`config.mk`:
```
export PLATFORM = sky130hd
export DESIGN_NAME = uart_rx_ctrl_flat
export DESIGN_NICKNAME = d
export VERILOG_FILES = /design/src/rtl/uart_pkg.sv /design/src/rtl/uart_rx_ctrl_if.sv /design/src/rtl/uart_sync_fifo.sv /design/src/rtl/uart_rx_ctrl.sv /design/src/flat_wrapper.sv
export SDC_FILE = /design/constraint.sdc
export NUM_CORES = 1
export LEC_CHECK = 0
export BUFFER_PORTS_ARGS = -buffer_cell sky130_fd_sc_hd__buf_2
export CAP_MARGIN = 20
export CORE_MARGIN = 3
export CORE_UTILIZATION = 35
export DETAILED_ROUTE_END_ITERATION = 10
export GPL_TIMING_DRIVEN = 0
export PLACE_DENSITY_LB_ADDON = 0.2
export SETUP_SLACK_MARGIN = 0.1
export SYNTH_ARGS = -nofsm -noshare
export SYNTH_HDL_FRONTEND = slang
export SYNTH_SLANG_ARGS = --single-unit
```
`constraint.sdc`:
```
create_clock -name clk -period 5.6 [get_ports clk]
set_input_delay 0.56 -clock clk [delete_from_list [all_inputs] [get_ports clk]]
set_output_delay 0.56 -clock clk [all_outputs]
set_load 0.01 [all_outputs]
```
`src/rtl/uart_pkg.sv`:
```
`default_nettype none
// ------------------------------------------------------------------
// uart_pkg - shared constants and state type for the UART rx control
// Rev 1.0
// ------------------------------------------------------------------
package uart_pkg;

  localparam int DEF_DATA_W = 8;

  localparam logic [1:0] ST_DISABLED = 2'd0;
  localparam logic [1:0] ST_RUN      = 2'd1;
  localparam logic [1:0] ST_ERR_HOLD = 2'd2;

  typedef enum logic [1:0] {
    S_DISABLED = ST_DISABLED,
    S_RUN      = ST_RUN,
    S_ERR_HOLD = ST_ERR_HOLD
  } state_t;

endpackage
`default_nettype wire

```
`src/rtl/uart_rx_ctrl_if.sv`:
```
`default_nettype none
// ------------------------------------------------------------------
// uart_rx_ctrl_if - receiver-frame input and byte-stream output bundle
// Rev 1.0
// ------------------------------------------------------------------
interface uart_rx_ctrl_if
  import uart_pkg::*;
#(
  parameter int DATA_W = DEF_DATA_W
) ();

  logic              rx_done;
  logic [DATA_W-1:0] rx_data;
  logic              p_error;
  logic              stop_error;
  logic              m_valid;
  logic [DATA_W-1:0] m_data;
  logic              m_ready;

  modport master (
    output rx_done, rx_data, p_error, stop_error, m_ready,
    input  m_valid, m_data
  );

  modport slave (
    input  rx_done, rx_data, p_error, stop_error, m_ready,
    output m_valid, m_data
  );

endinterface
`default_nettype wire

```
`src/rtl/uart_sync_fifo.sv`:
```
`default_nettype none
// ------------------------------------------------------------------
// uart_sync_fifo - single-clock FIFO with a registered head-of-queue output
// Rev 1.0
// ------------------------------------------------------------------
module uart_sync_fifo
  import uart_pkg::*;
#(
  parameter int DATA_W = DEF_DATA_W,
  parameter int DEPTH  = 8
) (
  input  logic                    clk,
  input  logic                    reset,
  input  logic                    push,
  input  logic                    pop,
  input  logic [DATA_W-1:0]       wr_data,
  output logic                    full,
  output logic                    empty,
  output logic [$clog2(DEPTH):0]  count,
  output logic [DATA_W-1:0]       rd_data
);

  localparam int AW = $clog2(DEPTH);
  localparam int CW = AW + 1;

  logic [DATA_W-1:0] r_mem [DEPTH];
  logic [AW-1:0]     r_wr_ptr;
  logic [AW-1:0]     r_rd_ptr;
  logic [CW-1:0]     r_count;
  logic [DATA_W-1:0] r_rd_data;

  logic              w_push;
  logic              w_pop;
  logic [AW-1:0]     w_rd_ptr_nxt;
  logic [CW-1:0]     w_remain;

  assign full  = (r_count == CW'(DEPTH));
  assign empty = (r_count == '0);

  // A full FIFO still takes a push when the head leaves in the same cycle.
  assign w_push       = push & (~full | pop);
  assign w_pop        = pop & ~empty;
  assign w_rd_ptr_nxt = w_pop ? r_rd_ptr + AW'(1) : r_rd_ptr;
  assign w_remain     = r_count - CW'(w_pop);

  always_ff @(posedge clk) begin
    if (w_push) begin
      r_mem[r_wr_ptr] <= wr_data;
    end
  end

  always_ff @(posedge clk or negedge reset) begin
    if (!reset) begin
      r_wr_ptr  <= '0;
      r_rd_ptr  <= '0;
      r_count   <= '0;
      r_rd_data <= '0;
    end else begin
      if (w_push) begin
        r_wr_ptr <= r_wr_ptr + AW'(1);
      end
      r_rd_ptr <= w_rd_ptr_nxt;
      case ({w_push, w_pop})
        2'b10:   r_count <= r_count + CW'(1);
        2'b01:   r_count <= r_count - CW'(1);
        default: r_count <= r_count;
      endcase
      // Head register: surviving entry if any, otherwise the byte arriving now.
      if (w_remain != '0) begin
        r_rd_data <= r_mem[w_rd_ptr_nxt];
      end else if (w_push) begin
        r_rd_data <= wr_data;
      end
    end
  end

  assign count   = r_count;
  assign rd_data = r_rd_data;

endmodule
`default_nettype wire

```
`src/rtl/uart_rx_ctrl.sv`:
```
`default_nettype none
// ------------------------------------------------------------------
// uart_rx_ctrl - qualifies received frames, buffers bytes, tracks status
// Rev 1.0
// ------------------------------------------------------------------
module uart_rx_ctrl
  import uart_pkg::*;
#(
  parameter int DATA_W = DEF_DATA_W,
  parameter int DEPTH  = 8,
  parameter int CNT_W  = 8
) (
  input  logic                   clk,
  input  logic                   reset,
  input  logic                   enable,
  input  logic                   drop_on_err,
  input  logic                   clr_status,
  uart_rx_ctrl_if.slave          bus,
  output logic [$clog2(DEPTH):0] fifo_count,
  output logic                   overrun,
  output logic [CNT_W-1:0]       err_cnt,
  output logic [1:0]             state
);

  state_t            r_state;
  state_t            w_state_nxt;
  logic              r_overrun;
  logic [CNT_W-1:0]  r_err_cnt;

  logic              w_in_run;
  logic              w_flagged;
  logic              w_push_req;
  logic              w_pop;
  logic              w_full;
  logic              w_empty;
  logic              w_overrun_evt;
  logic [DATA_W-1:0] w_rd_data;

  assign w_in_run      = (r_state == S_RUN);
  assign w_flagged     = bus.rx_done & (bus.p_error | bus.stop_error);
  assign w_push_req    = bus.rx_done & w_in_run & ~(w_flagged & drop_on_err);
  assign w_pop         = ~w_empty & bus.m_ready;
  assign w_overrun_evt = w_push_req & w_full & ~w_pop;

  uart_sync_fifo #(
    .DATA_W (DATA_W),
    .DEPTH  (DEPTH)
  ) u_fifo (
    .clk     (clk),
    .reset   (reset),
    .push    (w_push_req),
    .pop     (w_pop),
    .wr_data (bus.rx_data),
    .full    (w_full),
    .empty   (w_empty),
    .count   (fifo_count),
    .rd_data (w_rd_data)
  );

  always_ff @(posedge clk or negedge reset) begin
    if (!reset) begin
      r_state <= S_DISABLED;
    end else begin
      r_state <= w_state_nxt;
    end
  end

  always_comb begin
    w_state_nxt = r_state;
    case (r_state)
      S_DISABLED: begin
        if (enable) w_state_nxt = S_RUN;
      end
      S_RUN: begin
        if (w_overrun_evt)  w_state_nxt = S_ERR_HOLD;
        else if (!enable)   w_state_nxt = S_DISABLED;
      end
      S_ERR_HOLD: begin
        if (clr_status) w_state_nxt = enable ? S_RUN : S_DISABLED;
      end
      default: w_state_nxt = S_DISABLED;
    endcase
  end

  // Clear wins over a same-cycle set or increment.
  always_ff @(posedge clk or negedge reset) begin
    if (!reset) begin
      r_overrun <= 1'b0;
      r_err_cnt <= '0;
    end else if (clr_status) begin
      r_overrun <= 1'b0;
      r_err_cnt <= '0;
    end else begin
      if (w_overrun_evt) begin
        r_overrun <= 1'b1;
      end
      if (w_flagged && w_in_run && (r_err_cnt != {CNT_W{1'b1}})) begin
        r_err_cnt <= r_err_cnt + CNT_W'(1);
      end
    end
  end

  assign bus.m_valid = ~w_empty;
  assign bus.m_data  = w_rd_data;
  assign overrun     = r_overrun;
  assign err_cnt     = r_err_cnt;
  assign state       = r_state;

endmodule
`default_nettype wire

```
`src/flat_wrapper.sv`:
```
// flat-port wrapper written by rule: the top's interface ports become plain ports
module uart_rx_ctrl_flat import uart_pkg::*;
#(
  parameter int DATA_W = DEF_DATA_W,
  parameter int DEPTH  = 8,
  parameter int CNT_W  = 8
)
  (clk, reset, enable, drop_on_err, clr_status, fifo_count, overrun, err_cnt, state, bus_rx_done, bus_rx_data, bus_p_error, bus_stop_error, bus_m_ready, bus_m_valid, bus_m_data);
  uart_rx_ctrl_if #(.DATA_W(DATA_W)) bus_i ();
  input  logic clk;
  input  logic reset;
  input  logic enable;
  input  logic drop_on_err;
  input  logic clr_status;
  output logic [$clog2(DEPTH):0] fifo_count;
  output logic overrun;
  output logic [CNT_W-1:0] err_cnt;
  output logic [1:0] state;
  input wire logic [$bits(bus_i.rx_done)-1:0] bus_rx_done;
  input wire logic [$bits(bus_i.rx_data)-1:0] bus_rx_data;
  input wire logic [$bits(bus_i.p_error)-1:0] bus_p_error;
  input wire logic [$bits(bus_i.stop_error)-1:0] bus_stop_error;
  input wire logic [$bits(bus_i.m_ready)-1:0] bus_m_ready;
  output wire logic [$bits(bus_i.m_valid)-1:0] bus_m_valid;
  output wire logic [$bits(bus_i.m_data)-1:0] bus_m_data;
  assign bus_i.rx_done = bus_rx_done;
  assign bus_i.rx_data = bus_rx_data;
  assign bus_i.p_error = bus_p_error;
  assign bus_i.stop_error = bus_stop_error;
  assign bus_i.m_ready = bus_m_ready;
  assign bus_m_valid = bus_i.m_valid;
  assign bus_m_data = bus_i.m_data;
  uart_rx_ctrl #(.DATA_W(DATA_W), .DEPTH(DEPTH), .CNT_W(CNT_W)) u_core (.clk(clk), .reset(reset), .enable(enable), .drop_on_err(drop_on_err), .clr_status(clr_status), .bus(bus_i), .fifo_count(fifo_count), .overrun(overrun), .err_cnt(err_cnt), .state(state));
endmodule
```
==> Yosys cells after proc, flatten, opt, wreduce, memory -nomap -nowiden <==
Memories as Yosys holds them, arrays and structs flattened.
Index checks and enable logic that the tools add are counted.
{ "classes": {"n_mux": 16, "bitwise": 15, "addsub": 6, "n_eq_ne": 9, "reduce_logical": 10} }
{ "ops": {"columns": ["op", "count"], "rows": [
  ["8-bit 2-to-1 mux", 4],
  ["1-bit AND", 9],
  ["8-bit by 1-bit adder with 8-bit output (second input constant)", 1],
  ["2-bit 2-to-1 mux", 4],
  ["8-bit != test (second input constant)", 1],
  ["4-bit one-hot mux with 2 select lines", 1],
  ["2-bit nonzero test", 4],
  ["3-bit by 1-bit adder with 3-bit output (second input constant)", 2],
  ["2-bit one-hot mux with 3 select lines", 1],
  ["1-bit 2-to-1 mux", 5],
  ["4-bit by 1-bit adder with 4-bit output (second input constant)", 1],
  ["2-bit by 1-bit equality test with 1-bit output (second input constant)", 2],
  ["2-bit equality test (second input constant)", 2],
  ["4-bit equality test (second input constant)", 1],
  ["4-bit logical NOT", 1],
  ["2-bit != test (second input constant)", 2],
  ["1-bit NOT", 4],
  ["4-bit nonzero test", 1],
  ["4-bit by 1-bit subtractor with 4-bit output", 1],
  ["4-bit by 1-bit subtractor with 4-bit output (second input constant)", 1],
  ["3-bit 2-to-1 mux", 1],
  ["3-bit != test (second input constant)", 1],
  ["3-bit AND reduction", 1],
  ["1-bit logical AND", 2],
  ["other kinds (2)", 3]
]} }
{ "totals": {"ramBits": 64, "register_bits": 29, "in_bits": 17, "mem_count": 1, "wordCells": 64} }
{ "memory_table": {"columns": ["name", "words", "word_bits", "rd", "rd_clocked_by_memory_dff", "wr", "line", "source"], "rows": [
  ["u_core.u_fifo.r_mem", 8, 8, 1, 0, 1, "uart_sync_fifo.sv:26", "logic [DATA_W-1:0] r_mem [DEPTH];"]
]} }

==> Longest topological paths before layout <==
{ "depth": {"word_depth": 9, "depth_mapped": 12, "mapped_depth_nobuf": 11} }

==> Modules after synthesis <==
Synthesis repeated with hierarchy kept, for this count alone.
{ "hier_totals": {"hier_cells": 309, "hier_area_um2": 4680.7} }
{ "modules_own_cells": {"columns": ["mod", "n_inst", "seq_area_each_um2", "cells_per_inst", "area_each_um2"], "rows": [
  ["uart_sync_fifo", 1, 2372.3, 250, 4102.7],
  ["uart_rx_ctrl", 1, 275.3, 59, 578.1]
]} }

==> Worst setup path after synthesis <==
Ideal clock, no wire load.
{ "synth_path": {"kind": "register to register", "start": "register u_core.u_fifo.r_count[2], in the netlist u_core.u_fifo.count[2]", "end": "register u_core.u_fifo.r_rd_data[6], in the netlist u_core.u_fifo.rd_data[6]", "required_time_ns": 5.474, "setup_time_ns": 0.126, "path_buffers": 2, "path_stages_with_launch": 10, "arrival_time_ns": 2.668, "slack_ns": 2.806, "path_cell_list": "dfrtp_1 > buf_6 > o41ai_4 > inv_2 > ha_1 > xor2_1 > nor4b_1 > clkbuf_1 > nor2_1 > a221o_1"} }
{ "synth_between": {"elab_chain_cells": 7, "word_cells_on_any_way": 14} }
{ "synth_rtl": {"columns": ["element", "line", "source"], "rows": [
  ["from (decl)", "uart_sync_fifo.sv:29", "logic [CW-1:0] r_count;"],
  ["from (signal assigned)", "uart_sync_fifo.sv:64", "2'b10: r_count <= r_count + CW'(1);"],
  ["from (signal assigned)", "uart_sync_fifo.sv:65", "2'b01: r_count <= r_count - CW'(1);"],
  ["from (signal assigned)", "uart_sync_fifo.sv:66", "default: r_count <= r_count;"],
  ["4-bit logical NOT", "uart_sync_fifo.sv:38", "assign empty = (r_count == '0);"],
  ["1-bit NOT", "uart_sync_fifo.sv:42, uart_rx_ctrl.sv:42", null],
  ["1-bit AND", "uart_rx_ctrl.sv:42", "assign w_pop = ~w_empty & bus.m_ready;"],
  ["1-bit AND", "uart_sync_fifo.sv:42", "assign w_pop = pop & ~empty;"],
  ["4-bit by 1-bit subtractor with 4-bit output / 3-bit 2-to-1 mux (equally long branches)", "uart_sync_fifo.sv:44, uart_sync_fifo.sv:43", null],
  ["4-bit nonzero test / memory read 8 x 8 bit (equally long branches)", null, null],
  ["8-bit 2-to-1 mux / 2-bit nonzero test (equally long branches)", null, null],
  ["to (signal assigned)", "uart_sync_fifo.sv:70", "r_rd_data <= r_mem[w_rd_ptr_nxt];"],
  ["to (signal assigned)", "uart_sync_fifo.sv:72", "r_rd_data <= wr_data;"],
  ["to (decl)", "uart_sync_fifo.sv:30", "logic [DATA_W-1:0] r_rd_data;"]
]} }
Several ways; a longest one is shown, not always the timed one.
A chain may end at the register's enable or synchronous reset.

==> Worst setup path after layout <==
Same ends and word-level chain as after synthesis.

==> results.yml <==
status:
  outcome: "finished clean"
placement:
  preCtsSetupSlack_ns: 2.14
  post-dp-hpwl_mm: 6.03
  numPortBuffers: 40
  gp_congestion: 0.752
  placed_cells: 493
synthesis:
  yosys_register_bits: 93
  synth_warnings: 0
  postSynthCellCount: 308
  post_synthesis_instance_area_um2: 4040
  syn-num-nets: 332
  yosysSeqAreaShare_pct: 65.6
  yosys.cell_types.count: 45
  synth.avg_cell_area_um2: 13.1
sta:
  clock.fmax_mhz: 294
  setup_viol_count_final: 0
  rsz0062_at_grt: "no"
  timing.setup.tns_ns: 0
  report.final.hold_viol_count: 0
  post-route-worst-setup-slack_ns: 2.19
  worst_slew_pin_slew_ns: 0.876
  final_min_period_over_clock_period_pct: 60.8
  finalClockSkew_ns: 0.00930
  timing.slew.headroom_pct: 41.0
  max_slew_violation_count: 0
  post-route-min-period_ns: 3.41
setup_path:
  critical_path_peak_fanout: 10
  timing.critical_path.required_ns: 5.82
  critical_path_data_arrival_time_ns: 3.63
  startpoint_type_of_the_worst_setup_path: "register"
  crit_path_end_kind: "register"
  worst-setup-path-type: "reg -> reg"
detailed_routing:
  drt-pass1-iter-count: 4
  detail_route_antenna_nets: 0
  num_vias: 2573
  post_drt_wl_per_cell_um: 17.4
  viasPerCell: 5.06
  drt_iter0_drc: 184
  drt_drc_violations_left: 0
  wirelength_mm: 8.85
final_layout:
  area_delta_synth_final_pct: 18.6
  n_antenna_cell: 0
  fillers: 1025
  num-nets-final: 388
  post_layout_nonfiller_instances: 509
  final_layout_size_suffix_gt1_share_pct: 21.7
cts:
  worstSkewPairLatency_ns: 0.34
  cts_max_level: 3
  ctsLongestPathBuffers: 2
  cts_hold_buffers: 0
  cts.reportedPaths.clkPinSlew_ns: 0.07
  cts_buffers: 9
  cts_tree: "done"
  post_cts_resize_count: 0
  clock_sinks: 93
  post-cts-setup-buffer-count: 0
  cts_root_buf: "sky130_fd_sc_hd__clkbuf_16"
power_and_ir_drop:
  power.density_cell_area_nw_per_um2: 498
  internal_power_mw: 1.56
  vdd_ir_drop_max_mv: 0.223
  share_comb_of_total_power_pct: 34.2
  p_seq_share_pct: 37.9
  total_leakage_power_nw: 1.85
  power.total_mw: 2.39
  switching_power_mw: 0.825
  clock_power_share_pct: 27.8
  sw_frac_of_total_pct: 34.6
floorplanning:
  die-area_um2: 12900
  fp-row-count: 38
  floorplan.die.height_um: 113
  placeableCoreArea_um2: 11100
  die_width_um: 113
  ioPinCount: 41
  initial_util_pct: 36.5
grt:
  global_route.overflow_total: 0
  via_count_of_the_first_global_routing_pass: 2562
  global_route_usage_over_all_layers_pct: 14.5
  grt_antenna_before_repair: 0
  largest_net_degree_at_the_start_of_global_routing: 30
  wire_length_of_the_first_global_routing_pass_mm: 14.1
run:
  max_cap_violations: 0
worst_hold_path:
  hold_path_class: "in -> async"
## final timing paths
path,start,end,slack (ns),depth (start not counted)
setup / recovery,u_core.u_fifo.count[2],u_core.u_fifo.rd_data[6],2.19,9
max in group asynchronous,reset,u_core.u_fifo.count[3],4.88,1
setup reg to reg,u_core.u_fifo.count[2],u_core.u_fifo.rd_data[6],2.19,9
hold / removal,reset,u_core.u_fifo.rd_data[4],0.27,1
hold reg to reg,u_core.overrun,u_core.overrun,0.52,2
min in group clk,enable,u_core.state[0],0.46,2
## power by group through the flow
| stage | Combinational, mW | Sequential [mW] | Clock (mW) |
|---|---|---|---|
| after floorplan | 0.539 | 0.928 | 0 |
| after global routing | 0.912 | 0.918 | 0.706 |
| after global placement | 0.817 | 0.918 | 0 |
| after CTS | 0.831 | 0.907 | 0.677 |
| after detailed placement | 0.825 | 0.921 | 0 |
| final | 0.816 | 0.905 | 0.664 |
## cells in the final DEF, fill, tap and decap left out, types with 2 or more instances in the layout
master / n
sky130_fd_sc_hd__nand2_1: 39
sky130_fd_sc_hd__a211oi_1: 16
sky130_fd_sc_hd__dfrtp_1: 29
sky130_fd_sc_hd__nand2b_1: 2
sky130_fd_sc_hd__mux2_2: 3
sky130_fd_sc_hd__nand3_1: 7
sky130_fd_sc_hd__a31oi_1: 2
sky130_fd_sc_hd__nand4_1: 3
sky130_fd_sc_hd__nor2_1: 15
sky130_fd_sc_hd__edfxtp_1: 64
sky130_fd_sc_hd__clkinv_4: 3
sky130_fd_sc_hd__buf_4: 6
sky130_fd_sc_hd__nor2b_1: 4
sky130_fd_sc_hd__mux2i_1: 9
sky130_fd_sc_hd__inv_2: 2
sky130_fd_sc_hd__nor3_1: 2
sky130_fd_sc_hd__nor3b_1: 3
sky130_fd_sc_hd__xnor2_1: 4
sky130_fd_sc_hd__clkbuf_1: 7
sky130_fd_sc_hd__and3_1: 24
sky130_fd_sc_hd__o21ai_0: 9
sky130_fd_sc_hd__xor2_1: 11
sky130_fd_sc_hd__inv_1: 7
sky130_fd_sc_hd__a21oi_1: 5
sky130_fd_sc_hd__ha_1: 7
sky130_fd_sc_hd__and2_0: 2
sky130_fd_sc_hd__bufinv_16: 2
sky130_fd_sc_hd__clkbuf_16: 9
sky130_fd_sc_hd__a32oi_1: 7
sky130_fd_sc_hd__buf_2: 45
## area by class of cell
type | count | area, µm² | share of cell area [%]
timing repair buffer | 45 | 238 | 4.96
tap | 140 | 175 | 3.66
multi-input combinational | 191 | 1290 | 26.9
sequential | 93 | 2650 | 55.3
clock inverter | 6 | 95.1 | 1.98
buffer | 15 | 73.8 | 1.54
clock buffer | 10 | 239 | 4.99
inverter | 9 | 33.8 | 0.705
## metrics by stage
| stage | instance area [µm²] | util [%] | hold WS (ns) |
|---|---|---|---|
| final | 4790 | 43.2 | 0.274 |
| after global routing | 4790 | 43.2 | 0.331 |
| after CTS | 4790 | 43.2 | 0.292 |
| after detailed placement | 4460 | 40.2 | 0.516 |
| after global placement | 4410 | 39.8 | 0.500 |
| after floorplan | 4040 | - | 0.264 |
## synth_stat cells (all sizes together)
cell / count / area (µm²)
edfxtp: 64 / 1920
nand2: 39 / 146
dfrtp: 29 / 726
and3: 24 / 150
a211oi: 17 / 133
nor2: 15 / 56.3
xor2: 11 / 96.3
inv: 9 / 33.8
mux2i: 9 / 90.1
o21ai: 9 / 45.0
buf: 8 / 47.5
a32oi: 7 / 61.3
clkbuf: 7 / 26.3
ha: 7 / 87.6
nand3: 7 / 35.0
a21oi: 5 / 25.0
xnor2: 5 / 62.6
nor2b: 4 / 25.0
nor3b: 4 / 30.0
and2: 3 / 18.8
mux2: 3 / 33.8
nand4: 3 / 18.8
nor3: 3 / 20.0
a31oi: 2 / 12.5
nand2b: 2 / 12.5
a2111oi: 1 / 8.76
a221o: 1 / 10.0
a311oi: 1 / 15.0
nand3b: 1 / 7.51
nor4: 1 / 6.26
nor4b: 1 / 8.76
o31ai: 1 / 7.51
o32a: 1 / 10.0
o41ai: 1 / 27.5
or3: 1 / 6.26
or3b: 1 / 8.76
or4: 1 / 7.51
## sequential cells by signal (all words and copies together) (netlist names)
signal	count
u_core.u_fifo.r_mem	64
u_core.u_fifo.r_wr_ptr	3
u_core.u_fifo.r_rd_ptr	3
u_core.overrun	1
u_core.u_fifo.rd_data	8
u_core.u_fifo.count	4
u_core.err_cnt	8
u_core.state	2
## per-layer routing
metal	routed length [µm]	vias to the layer above	global-route usage, %	share of wire (%)
met4	64	0	3.93	0.72
met1	4130	1258	20.0	47
met2	4220	62	22.9	48
met3	438	4	3.61	4.9
met5	0	-	0	0
li1	-	1249	-	-
## cell families after synthesis
| family | after synthesis | share of synthesized area [%] |
|---|---|---|
| adders and majority gates | 7 | 2.17 |
| buffers and inverters | 24 | 2.66 |
| and+or+nand+nor | 110 | 13.8 |
| DFF | 93 | 65.6 |
| xor gates and xnor gates | 16 | 3.93 |
| muxes | 12 | 3.07 |
| AOI/OAI and AO/OA | 46 | 8.80 |
## critical path, stage by stage (launching register included)
cell and delay, ns:
sky130_fd_sc_hd__dfrtp_1 0.38, sky130_fd_sc_hd__buf_6 0.14, sky130_fd_sc_hd__o41ai_4 0.42, sky130_fd_sc_hd__inv_2 0.16, sky130_fd_sc_hd__ha_1 0.22, sky130_fd_sc_hd__xor2_1 0.14
sky130_fd_sc_hd__nor4b_1 0.65, sky130_fd_sc_hd__clkbuf_1 0.53, sky130_fd_sc_hd__nor2_1 0.29, sky130_fd_sc_hd__a221o_1 0.35
(Power assumes the default switching activity.)
